<file path="config.mk">
export PLATFORM = sky130hd
export DESIGN_NAME = display_scan_driver
export DESIGN_NICKNAME = d
export VERILOG_FILES = /design/src/rtl/display_scan_driver.sv
export SDC_FILE = /design/constraint.sdc
export NUM_CORES = 1
export LEC_CHECK = 0
export ABC_AREA = 1
export BUFFER_PORTS_ARGS = -buffer_cell sky130_fd_sc_hd__buf_2
export CELL_PAD_IN_SITES_DETAIL_PLACEMENT = 1
export CELL_PAD_IN_SITES_GLOBAL_PLACEMENT = 1
export CORE_UTILIZATION = 36
export DETAILED_ROUTE_END_ITERATION = 8
export GPL_TIMING_DRIVEN = 0
export PLACE_DENSITY_LB_ADDON = 0.1
export SLEW_MARGIN = 20
export SYNTH_ARGS = -nofsm -noshare
export SYNTH_HDL_FRONTEND = slang
export SYNTH_SLANG_ARGS = --single-unit
</file>
<file path="constraint.sdc">
create_clock -name i_Clock -period 1.7 [get_ports i_Clock]
set_input_delay 0.255 -clock i_Clock [delete_from_list [all_inputs] [get_ports i_Clock]]
set_output_delay 0.255 -clock i_Clock [all_outputs]
set_load 0.01 [all_outputs]
</file>
<file path="src/rtl/display_scan_driver.sv">
// ---------------------------------------------------------------------------
// display_scan_driver
//   Drives a 4-digit multiplexed 7-segment display. Four BCD digits and the
//   colon-dot enable are snapshotted once per frame (at the end of the slot
//   for digit 3), so a frame never shows a mix of old and new time. Each digit
//   is driven for SCAN_DIV cycles. A free-running blink counter produces a
//   phase used to blank masked digits and the colon dot.
//
// Ports
//   i_Clock        system clock
//   i_Reset        synchronous reset, active-high
//   i_Digit0..3    BCD digits, 0 = rightmost, 3 = leftmost
//   i_Blink_Mask   bit k set: digit k blanks during the "off" blink phase
//   i_Dot_En       colon dot on digit 2 (blinks with phase)
//   i_Lz_Blank     blank digit 3 when its snapshot value is zero
//   o_Segments     {dp,g,f,e,d,c,b,a}, active-high
//   o_Digits       one-hot active-high digit enable
//   o_Blink_Phase  current blink phase (1 = "off" half)
//   o_Scan_Tick    one-cycle pulse aligned with a new digit on the outputs
// ---------------------------------------------------------------------------
module display_scan_driver #(
    parameter int SCAN_DIV  = 32,
    parameter int BLINK_DIV = 16384
) (
    input  logic       i_Clock,
    input  logic       i_Reset,
    input  logic [3:0] i_Digit0,
    input  logic [3:0] i_Digit1,
    input  logic [3:0] i_Digit2,
    input  logic [3:0] i_Digit3,
    input  logic [3:0] i_Blink_Mask,
    input  logic       i_Dot_En,
    input  logic       i_Lz_Blank,
    output logic [7:0] o_Segments,
    output logic [3:0] o_Digits,
    output logic       o_Blink_Phase,
    output logic       o_Scan_Tick
);

    localparam int SW = (SCAN_DIV  > 1) ? $clog2(SCAN_DIV)  : 1;
    localparam int BW = (BLINK_DIV > 1) ? $clog2(BLINK_DIV) : 1;

    logic [SW-1:0] scan_cnt;
    logic [BW-1:0] blink_cnt;
    logic [1:0]    idx;
    logic          phase;
    logic          tick_q;
    logic [3:0]    snap0, snap1, snap2, snap3;
    logic          snap_dot;

    logic          scan_last;
    logic          blink_last;
    logic [3:0]    cur_digit;
    logic [6:0]    cur_seg;
    logic          blank;
    logic          dp;
    logic [7:0]    seg_next;
    logic [3:0]    dig_next;

    assign scan_last  = (scan_cnt  == SW'(SCAN_DIV - 1));
    assign blink_last = (blink_cnt == BW'(BLINK_DIV - 1));

    always_comb begin
        cur_digit = '0;
        case (idx)
            2'd0: cur_digit = snap0;
            2'd1: cur_digit = snap1;
            2'd2: cur_digit = snap2;
            2'd3: cur_digit = snap3;
            default: cur_digit = '0;
        endcase
    end

    // Segment order {g,f,e,d,c,b,a}; non-BCD codes show a dash.
    always_comb begin
        cur_seg = 7'h40;
        case (cur_digit)
            4'd0: cur_seg = 7'h3F;
            4'd1: cur_seg = 7'h06;
            4'd2: cur_seg = 7'h5B;
            4'd3: cur_seg = 7'h4F;
            4'd4: cur_seg = 7'h66;
            4'd5: cur_seg = 7'h6D;
            4'd6: cur_seg = 7'h7D;
            4'd7: cur_seg = 7'h07;
            4'd8: cur_seg = 7'h7F;
            4'd9: cur_seg = 7'h6F;
            default: cur_seg = 7'h40;
        endcase
    end

    always_comb begin
        blank    = (i_Blink_Mask[idx] & phase) |
                   ((idx == 2'd3) & i_Lz_Blank & (snap3 == 4'd0));
        dp       = (idx == 2'd2) & snap_dot & ~phase;
        seg_next = '0;
        dig_next = '0;
        if (!blank) begin
            seg_next = {dp, cur_seg};
            dig_next = 4'b0001 << idx;
        end
    end

    always_ff @(posedge i_Clock) begin
        if (i_Reset) begin
            scan_cnt   <= '0;
            idx        <= '0;
            tick_q     <= 1'b0;
            blink_cnt  <= '0;
            phase      <= 1'b0;
            snap0      <= '0;
            snap1      <= '0;
            snap2      <= '0;
            snap3      <= '0;
            snap_dot   <= 1'b0;
            o_Segments <= '0;
            o_Digits   <= '0;
            o_Scan_Tick <= 1'b0;
        end else begin
            scan_cnt <= scan_last ? '0 : scan_cnt + SW'(1);
            if (scan_last) begin
                idx <= idx + 2'd1;
                // Frame end: the new snapshot lines up with idx wrapping to 0.
                if (idx == 2'd3) begin
                    snap0    <= i_Digit0;
                    snap1    <= i_Digit1;
                    snap2    <= i_Digit2;
                    snap3    <= i_Digit3;
                    snap_dot <= i_Dot_En;
                end
            end

            blink_cnt <= blink_last ? '0 : blink_cnt + BW'(1);
            if (blink_last) begin
                phase <= ~phase;
            end

            // Tick is delayed one stage so it meets the new digit at the pins.
            tick_q      <= scan_last;
            o_Scan_Tick <= tick_q;
            o_Segments  <= seg_next;
            o_Digits    <= dig_next;
        end
    end

    assign o_Blink_Phase = phase;

endmodule
</file>
---- Yosys cells after proc, flatten, opt, wreduce, memory -nomap -nowiden ----
Memories as Yosys holds them, arrays and structs flattened. A register that Yosys moved wholly into a read port is not among the register bits.
Cells that the tools add are included.
word-level totals
  register bits after elaboration ......... 53
  memory bits (read-only) ................. 112
  input port bits ......................... 24
  output and inout bits ................... 14
  logic and storage cells ................. 40
  memories kept ........................... 1
operators by class
  add/sub/neg operators ................... 3
  order comparisons ....................... 1
  eq/ne operators ......................... 5
  shift-type cells ........................ 1
  multiplexer cells ....................... 3
  bitwise logic cells ..................... 7
  reductions and logical operators ........ 6
memories
  name             words  bits a word  read ports  clocked after Yosys merged registers in  wr ports  line  RTL
  (no name shown)  16     7            1           1                                        0         77    case (cur_digit)
operators by type and width
  cell                                                 number
  case mux 4 bit (4 select lines)                      1
  adder 14 x 1 -> 14 bit (second input constant)       1
  == test 14 bit (second input constant)               1
  OR reduction 2 bit                                   3
  adder 5 x 1 -> 5 bit (second input constant)         1
  bitwise AND 1 bit                                    5
  == test 5 bit (second input constant)                1
  == test 2 bit (second input constant)                2
  logical NOT 4 bit                                    1
  left shift 1 x 2 -> 4 bit (first input constant)     1
  < comparator 2 x 3 -> 1 bit (second input constant)  1
  adder 2 x 1 -> 2 bit (second input constant)         1
  binary-select mux 1 bit (select 2 bit)               1
  == test 2 x 1 -> 1 bit (second input constant)       1
  logical NOT 2 bit                                    1
  AND reduction 2 bit                                  1
  2-to-1 mux 1 bit                                     1
  inverter 1 bit                                       1
  OR 1 bit                                             1

---- Longest topological paths before layout ----
Gate-level depths: netlist (run 1).
  depth after elaboration ................. 5
  mapped depth ............................ 13
  mapped depth without buffers ............ 13

---- Least setup slack after synthesis (run 1) ----
Ideal clock, no wire load.
  path type ............................... register to register
  start point ............................. register idx[0]
  end point ............................... register o_Segments[3]
  setup time .............................. 0.070 ns
  arrival ................................. 1.761 ns
  required time ........................... 1.630 ns
  path slack .............................. -0.131 ns
  cell stages (with the launch flop) ...... 13
  buffers on the path ..................... 0
  clock period less this slack ............ 1.831 ns
  cell sequence ........................... dfxtp_1 inv_2 ha_1 inv_2 nor2_1 nor2_1 inv_1 ha_1 inv_1 nand3_1 nand2_1 nand2_1 a21oi_1
between the ends
  word-level cells in the longest chain between the ends .. 5
  elaborated cells on any way between the ends .. 12
  classes of those cells .................. 3 x eq/ne; 3 x mux; 4 x bitwise; 2 x reduce/logical
RTL lines
  element                                                                             line        RTL
  from (decl)                                                                         45          logic [1:0] idx;
  from (signal assigned)                                                              122         idx <= idx + 2'd1;
  binary-select mux 1 bit (select 2 bit) / == test 2 bit (equally long branches)      93, 65, 94
  2-to-1 mux 1 bit (implied by the code) / bitwise AND 1 bit (equally long branches)  93, 94
  bitwise AND 1 bit (on tied branches)                                                93, 94
  OR 1 bit                                                                            93          blank = (i_Blink_Mask[idx] & phase) |
  OR reduction 2 bit (no line)                                                        -
  to (decl)                                                                           34          output logic [7:0] o_Segments,
Parallel ways exist; a longest one is shown, timed or not. The select of a mux whose other input is x is not followed.
A chain may end at the register's enable or synchronous reset.

---- Worst setup path after layout (run 1) ----
  start point ............................. register idx[1]
  end point ............................... register o_Segments[3]
Same word-level chain as after synthesis.

==> results.tsv, run 1 <==
stage	metric	value	unit
placement	place_ws	-0.4009	ns
logic_synthesis	yosys.area.top_type	dfxtp_1	
clock_tree	cts_max_level	2	
status	outcome	complete, but fails checks	
logic_synthesis	avgSynthCellArea	7.487	um2
logic_synthesis	synth_seq_cells	53	
sta	setup_ws	-0.07890	ns
placement	hpwl	4157	um
sta	final-max-slew-violation-count	0	
logic_synthesis	synth_area	2366	um2
global_route	grt-ovfl-total	0	
routing	drt_pass1_iterations	4	
pwr	powerDensity	707.1	nW/um2
pwr	ir_worst_vdd	365.8	uV
logic_synthesis	synth_edf_count	0	
global_route	grt_pass1_wl	10150	um
global_route	grt_pass1_vias	2141	
logic_synthesis	synth_most_common_cell	nor2_1	
final_layout	insertedDiodeCount	0	
worst_setup_path	worstPathRequired	1.95	ns
worst_setup_path	cp-start-kind	register	
sta	worstMarginPinSlew	0.3273	ns
floorplanning	die_w	83.07	um
sta	min_period	1.779	ns
final_layout	stdcell_area	3199	um2
sta	setup_viol	5	
global_route	track_usage	18.06	%
floorplanning	start_util	37.26	%
logic_synthesis	ys_top_cells_by_area	dfxtp_1 45%, nor2_1 10%, nand2_1 9.4%	
placement	placed_area	2654	um2
clock_tree	cts_tree	yes	
logic_synthesis	synth_top_area_share	44.84	%
routing	ant_nets	0	
floorplanning	std_cell_rows	29	
global_route	antenna_found_initial	0	
placement	io_buffers	37	
clock_tree	clk_pin_slew	0.10	ns
sta	hold_violations	0	
routing	vias	2205	
pwr	p_leak	0.001371	uW
final_layout	syn2layout_area_growth	35.22	%
clock_tree	root_buffer	clkbuf_8	
routing	drt_iter0_markers	67	
logic_synthesis	ys_top_cells_by_count	65 x nor2_1, 59 x nand2_1, 53 x dfxtp_1, 26 x inv_1, 18 x o21ai_0	
clock_tree	cts_buffers	5	
floorplanning	ioPinCount	38	
worst_setup_path	cp_max_fo	5	
logic_synthesis	yosys_warnings	0	
routing	vias_per_cell	4.814	
sta	relSlewSlack	78.13	%
routing	wl_per_cell	14.00	um
sta	finClkSkew	0.01212	ns
min_path	hold_class	primary input to register	
floorplanning	dieArea	6901	um2
logic_synthesis	synthCells	316	
sta	rsz0062_at_grt	yes	
status	violations	setup timing	
worst_setup_path	critPathCaptureType	register	
sta	max_freq	0.5621	GHz
clock_tree	cts.sinks	53	
logic_synthesis	ys_seq_area_share	44.84	%
logic_synthesis	synth_flop_cell	dfxtp_1	
job	drv_cap	0	
clock_tree	clock_path_buffers	2	
floorplanning	fp.dieH	83.07	um
logic_synthesis	syn_nets	353	
placement	gp_congestion	0.7264	
sta	fin_crit_sh	104.6	%
floorplanning	design.core.area	6350	um2
pwr	power	2262	uW
final_layout	drive_above_1_share	36.75	%
final_layout	nNetsFinal	417	
clock_tree	clk_latency	0.31	ns
logic_synthesis	synthArstFlopShare	0	%
worst_setup_path	arrival	2.03	ns
routing	post-route-drc-count	0	
logic_synthesis	yosysUniqueCellTypes	27	
clock_tree	hold_buffers	0	
global_route	grt_max_degree	16	
routing	wl	6411	um
worst_setup_path	critPathKind	register to register	
## metal layers
metal / part of all wire (%) / wire (um) / track usage (%)
met2: 51 / 3246 / 30.55
met1: 43 / 2784 / 23.68
met3: 4.8 / 310 / 3.678
met5: 0 / 0 / 0
met4: 1.1 / 70 / 4.075
## layout make-up
class	count	area [um2]
Fill cell	804	3151
Multi-Input combinational cell	222	1381
Sequential cell	53	1070
Timing Repair Buffer	57	346.6
Inverter	36	157.7
Tap cell	77	96.34
Clock buffer	7	86.33
Buffer	5	31.28
Clock inverter	1	30.03
## critical path, stage by stage (launching register included)
cell     delay (ns)
dfxtp_4        0.40
inv_8          0.08
ha_4           0.18
inv_6          0.05
nor2_1         0.18
nor2_4         0.07
buf_6          0.14
ha_4           0.27
nand3_4        0.08
nand2_2        0.09
nand2_1        0.05
a21oi_1        0.11
## state kept, by name, summed over array words and instances (netlist names), 2 cells and up
signal	count
blink_cnt	14
snap1	4
snap3	4
snap0	4
scan_cnt	5
snap2	4
o_Digits	4
idx	2
o_Segments	8
## timing repair
item | CTS | global route
setup endpoints to repair | 18 | 17
buffers inserted | 11 | 11
pin swaps | 12 | 28
resized for setup | 38 | 45
## per-stage QoR
stage	util [%]	setup TNS, ns	hold WS (ns)	instances
2_1_floorplan	-	0	0.3241	316
4_1_cts	47.27	-0.03167	0.1815	449
3_5_place_dp	41.79	-2.957	0.4060	430
3_3_place_gp	41.79	-2.015	0.4041	430
6_report	50.38	-0.2797	0.1834	458
5_1_grt	50.38	-0.9427	0.1903	458
## path summary, 6_finish.rpt
check / start / endpoint / slack, ns / depth (start not counted)
max: idx[1] / o_Segments[3] / -0.08 / 11
min: i_Digit2[0] / snap2[0] / 0.18 / 3
max reg2reg: idx[1] / o_Segments[3] / -0.08 / 11
min reg2reg: scan_cnt[0] / scan_cnt[0] / 0.42 / 1
## placed cells by master (no fill, tap or decap), drive strengths merged
cell / Yosys / layout
a21oi: 14 / 14
buf: 2 / 59
bufinv: 0 / 1
clkbuf: 3 / 10
dfxtp: 53 / 53
ha: 13 / 13
inv: 36 / 36
nand2: 64 / 64
nand3: 17 / 17
nand4: 5 / 5
nor2: 69 / 69
nor3: 8 / 8
nor3b: 3 / 3
o211ai: 1 / 1
o21ai: 20 / 20
o21bai: 1 / 1
or2: 1 / 1
xnor2: 2 / 2
xor2: 4 / 4
## report_power, final
| part | total [uW] | internal (uW) | leakage, uW | switching, uW |
|---|---|---|---|---|
| clock network | 889 | 481 | 0.0000585 | 408 |
| registers | 1270 | 1260 | 0.000432 | 9.37 |
| logic | 105 | 47.5 | 0.000880 | 57.7 |
## kinds of logic (layout without fill, tap and decap cells)
family / count (synthesis) / count (layout) / synth area share, %
DFF: 53 / 53 / 44.84
buffers and inverters: 41 / 106 / 6.874
adders and majority gates: 13 / 13 / 6.875
and+or+nand+nor: 167 / 167 / 31.36
AOI/OAI and AO/OA: 36 / 36 / 7.827
xor gates and xnor gates: 6 / 6 / 2.221
Note: power is estimated with default switching activity, not from simulation.
==> run 2, diff against run 1 <==
CORE_MARGIN = 2   (was unset)
CORE_UTILIZATION = 38   (was 36)
GPL_TIMING_DRIVEN = unset   (was 0)
clock period = 2 ns   (was 1.7 ns; I/O delays follow)
==> run 2 against run 1 <==
The flow now finishes without violations. Count of clock-buffer cells in the layout down 1. Via count decreased by 5.5%. Largest cell class unchanged. Total power shrank 21%. Combinational power shrank 20%. Register-to-register slack better by 0.28 ns. Sequential power is 15% lower. Wire length fell by 15%. Final area decreased by 14%. Sequential cell count unchanged. Clock skew decreased by 0.0085 ns.
==> results.tsv, run 2 (synthesized netlist as in run 1, its figures left out) <==
stage	metric	value	unit
status	outcome	completed	
floorplanning	design.core.area	5956	um2
pwr	powerDensity	648.0	nW/um2
sta	setup_viol	0	
final_layout	final_common_cell	nor2_1	
worst_setup_path	critPathCaptureType	register	
job	drv_cap	0	
worst_setup_path	path_cells	ha_1, nand2_1, nor2_1, ha_1, nand2_1, buf_4, o21ai_0, nor2_1	
global_route	grt_pass1_vias	2015	
sta	final-max-slew-violation-count	0	
sta	worstMarginPinSlew	0.4529	ns
worst_setup_path	reg2reg_slack	0.20	ns
floorplanning	fp.dieH	82.91	um
routing	drt_iter0_markers	74	
sta	min_period	1.795	ns
routing	vias_per_cell	4.778	
floorplanning	dieArea	6873	um2
global_route	grt_pass1_wl	9453	um
worst_setup_path	cp_max_fo	14	
pwr	power_frac_seq	60.3	%
sta	rsz0062_at_grt	yes	
clock_tree	clk_pin_slew	0.09	ns
pwr	ir_worst_vdd	247.0	uV
pwr	p_int	1384	uW
sta	finClkSkew	0.003620	ns
routing	post-route-drc-count	0	
global_route	grt_max_degree	22	
final_layout	fin_cells	436	
floorplanning	std_cell_rows	28	
worst_setup_path	arrival	2.00	ns
worst_setup_path	critPathMaxStageDelay	0.38	ns
final_layout	top_regs	blink_cnt (14), o_Segments (8), scan_cnt (5)	
final_layout	insertedDiodeCount	0	
worst_setup_path	reg2reg_depth	8	
routing	drt_pass1_iterations	4	
pwr	switching_share	22.77	%
worst_setup_path	r2r_start	scan_cnt[0]	
routing	vias	2083	
routing	wl	5429	um
final_layout	nNetsFinal	398	
pwr	comb_power_share	4.7	%
clock_tree	root_buffer	clkbuf_8	
worst_setup_path	critPathKind	register to register	
sta	setup_ws	0.2049	ns
routing	wl_per_cell	12.45	um
placement	place_ws	0.07784	ns
clock_tree	clock_path_buffers	2	
placement	dp_cells	429	
final_layout	largest_reg_flops	14	
min_path	hold_class	primary input to register	
pwr	p_leak	0.001224	uW
min_path	hold_path_end	o_Scan_Tick	
final_layout	syn2layout_area_growth	16.87	%
worst_setup_path	r2r_end	snap3[3]	
final_layout	top_register	blink_cnt	
final_layout	final_cell_mix	63 x nor2_1, 59 x nand2_1, 51 x dfxtp_1	
sta	fin_crit_sh	89.76	%
pwr	power	1792	uW
min_path	hold_path.startpoint	i_Reset	
clock_tree	hold_buffers	0	
floorplanning	start_util	39.73	%
placement	io_buffers	37	
global_route	grt-ovfl-total	0	
worst_setup_path	cp-start-kind	register	
clock_tree	cts_resized	0	
final_layout	drive_above_1_share	22.99	%
global_route	track_usage	16.52	%
floorplanning	ioPinCount	38	
placement	gp_congestion	0.8441	
worst_setup_path	worst_path_max_delay_cell	dfxtp_1	
sta	hold_violations	0	
worst_setup_path	worstPathRequired	2.21	ns
clock_tree	cts_buffers	5	
clock_tree	cts_max_level	2	
placement	hpwl	4174	um
sta	relSlewSlack	69.73	%
clock_tree	post_cts_buffers	0	
pwr	switching_power	408.0	uW
floorplanning	die_w	82.91	um
min_path	hold_depth	2	
clock_tree	cts.sinks	53	
pwr	clkPwrFrac	35.0	%
routing	ant_nets	0	
global_route	antenna_found_initial	0	
clock_tree	cts_tree	yes	
sta	max_freq	0.5571	GHz
clock_tree	clk_latency	0.31	ns
[run 2: routing by layer]
| metal | part of all wire (%) | global-route usage [%] |
|---|---|---|
| met1 | 52 | 23.52 |
| met2 | 42 | 25.37 |
| met3 | 4.2 | 3.777 |
| met4 | 1.1 | 4.024 |
| met5 | 0 | 0 |
[run 2: area by class of cell]
cell class	instances	area (um2)
multi-input combinational	222	1152
clock buffer	6	82.58
clock inverter	1	7.507
timing repair buffer	43	230.2
inverter	36	135.1
fill	797	3191
tap	75	93.84
sequential	53	1064
[run 2: power groups by stage]
| stage | logic [uW] | clock network [uW] | registers (uW) |
|---|---|---|---|
| after floorplan | 41.9 | 0 | 1110 |
| after global placement | 84.4 | 0 | 1100 |
| after detailed placement | 85.9 | 0 | 1110 |
| after CTS | 86.4 | 658 | 1080 |
| after global routing | 98.3 | 693 | 1080 |
| final | 84.2 | 628 | 1080 |
[run 2: how the worst max path moves through the flow]
| stage | start | to | depth (start not counted) | slack, ns |
|---|---|---|---|---|
| after floorplan | idx[0] | o_Segments[3] | 12 | 0.17 |
| after global placement | idx[1] | o_Segments[5] | 11 | 0.16 |
| after detailed placement | idx[0] | o_Segments[0] | 12 | 0.08 |
| after CTS | idx[1] | o_Segments[0] | 12 | 0.06 |
| after global routing | scan_cnt[0] | snap1[0] | 8 | -0.004 |
| final | scan_cnt[0] | snap3[3] | 8 | 0.20 |
[run 2: per-stage QoR]
| stage | util, % | TNS [ns] | hold WS, ns | cell area [um2] |
|---|---|---|---|---|
| 2_1_floorplan | - | 0 | 0.3691 | 2366 |
| 3_3_place_gp | 44.71 | 0 | 0.3933 | 2663 |
| 6_report | 46.43 | 0 | 0.2196 | 2765 |
| 5_1_grt | 46.43 | -0.005984 | 0.2163 | 2765 |
| 3_5_place_dp | 44.71 | 0 | 0.3996 | 2663 |
| 4_1_cts | 46.22 | 0 | 0.2141 | 2753 |
[run 2: critical path: cells and delay by family (launching register included)]
family | cells | cell delay (ns)
flip-flops | 1 | 0.38
adder cells (fa/ha/maj) | 2 | 0.36
AO/OA/AOI/OAI | 1 | 0.18
buffers and inverters | 1 | 0.27
AND/OR/NAND/NOR | 4 | 0.49
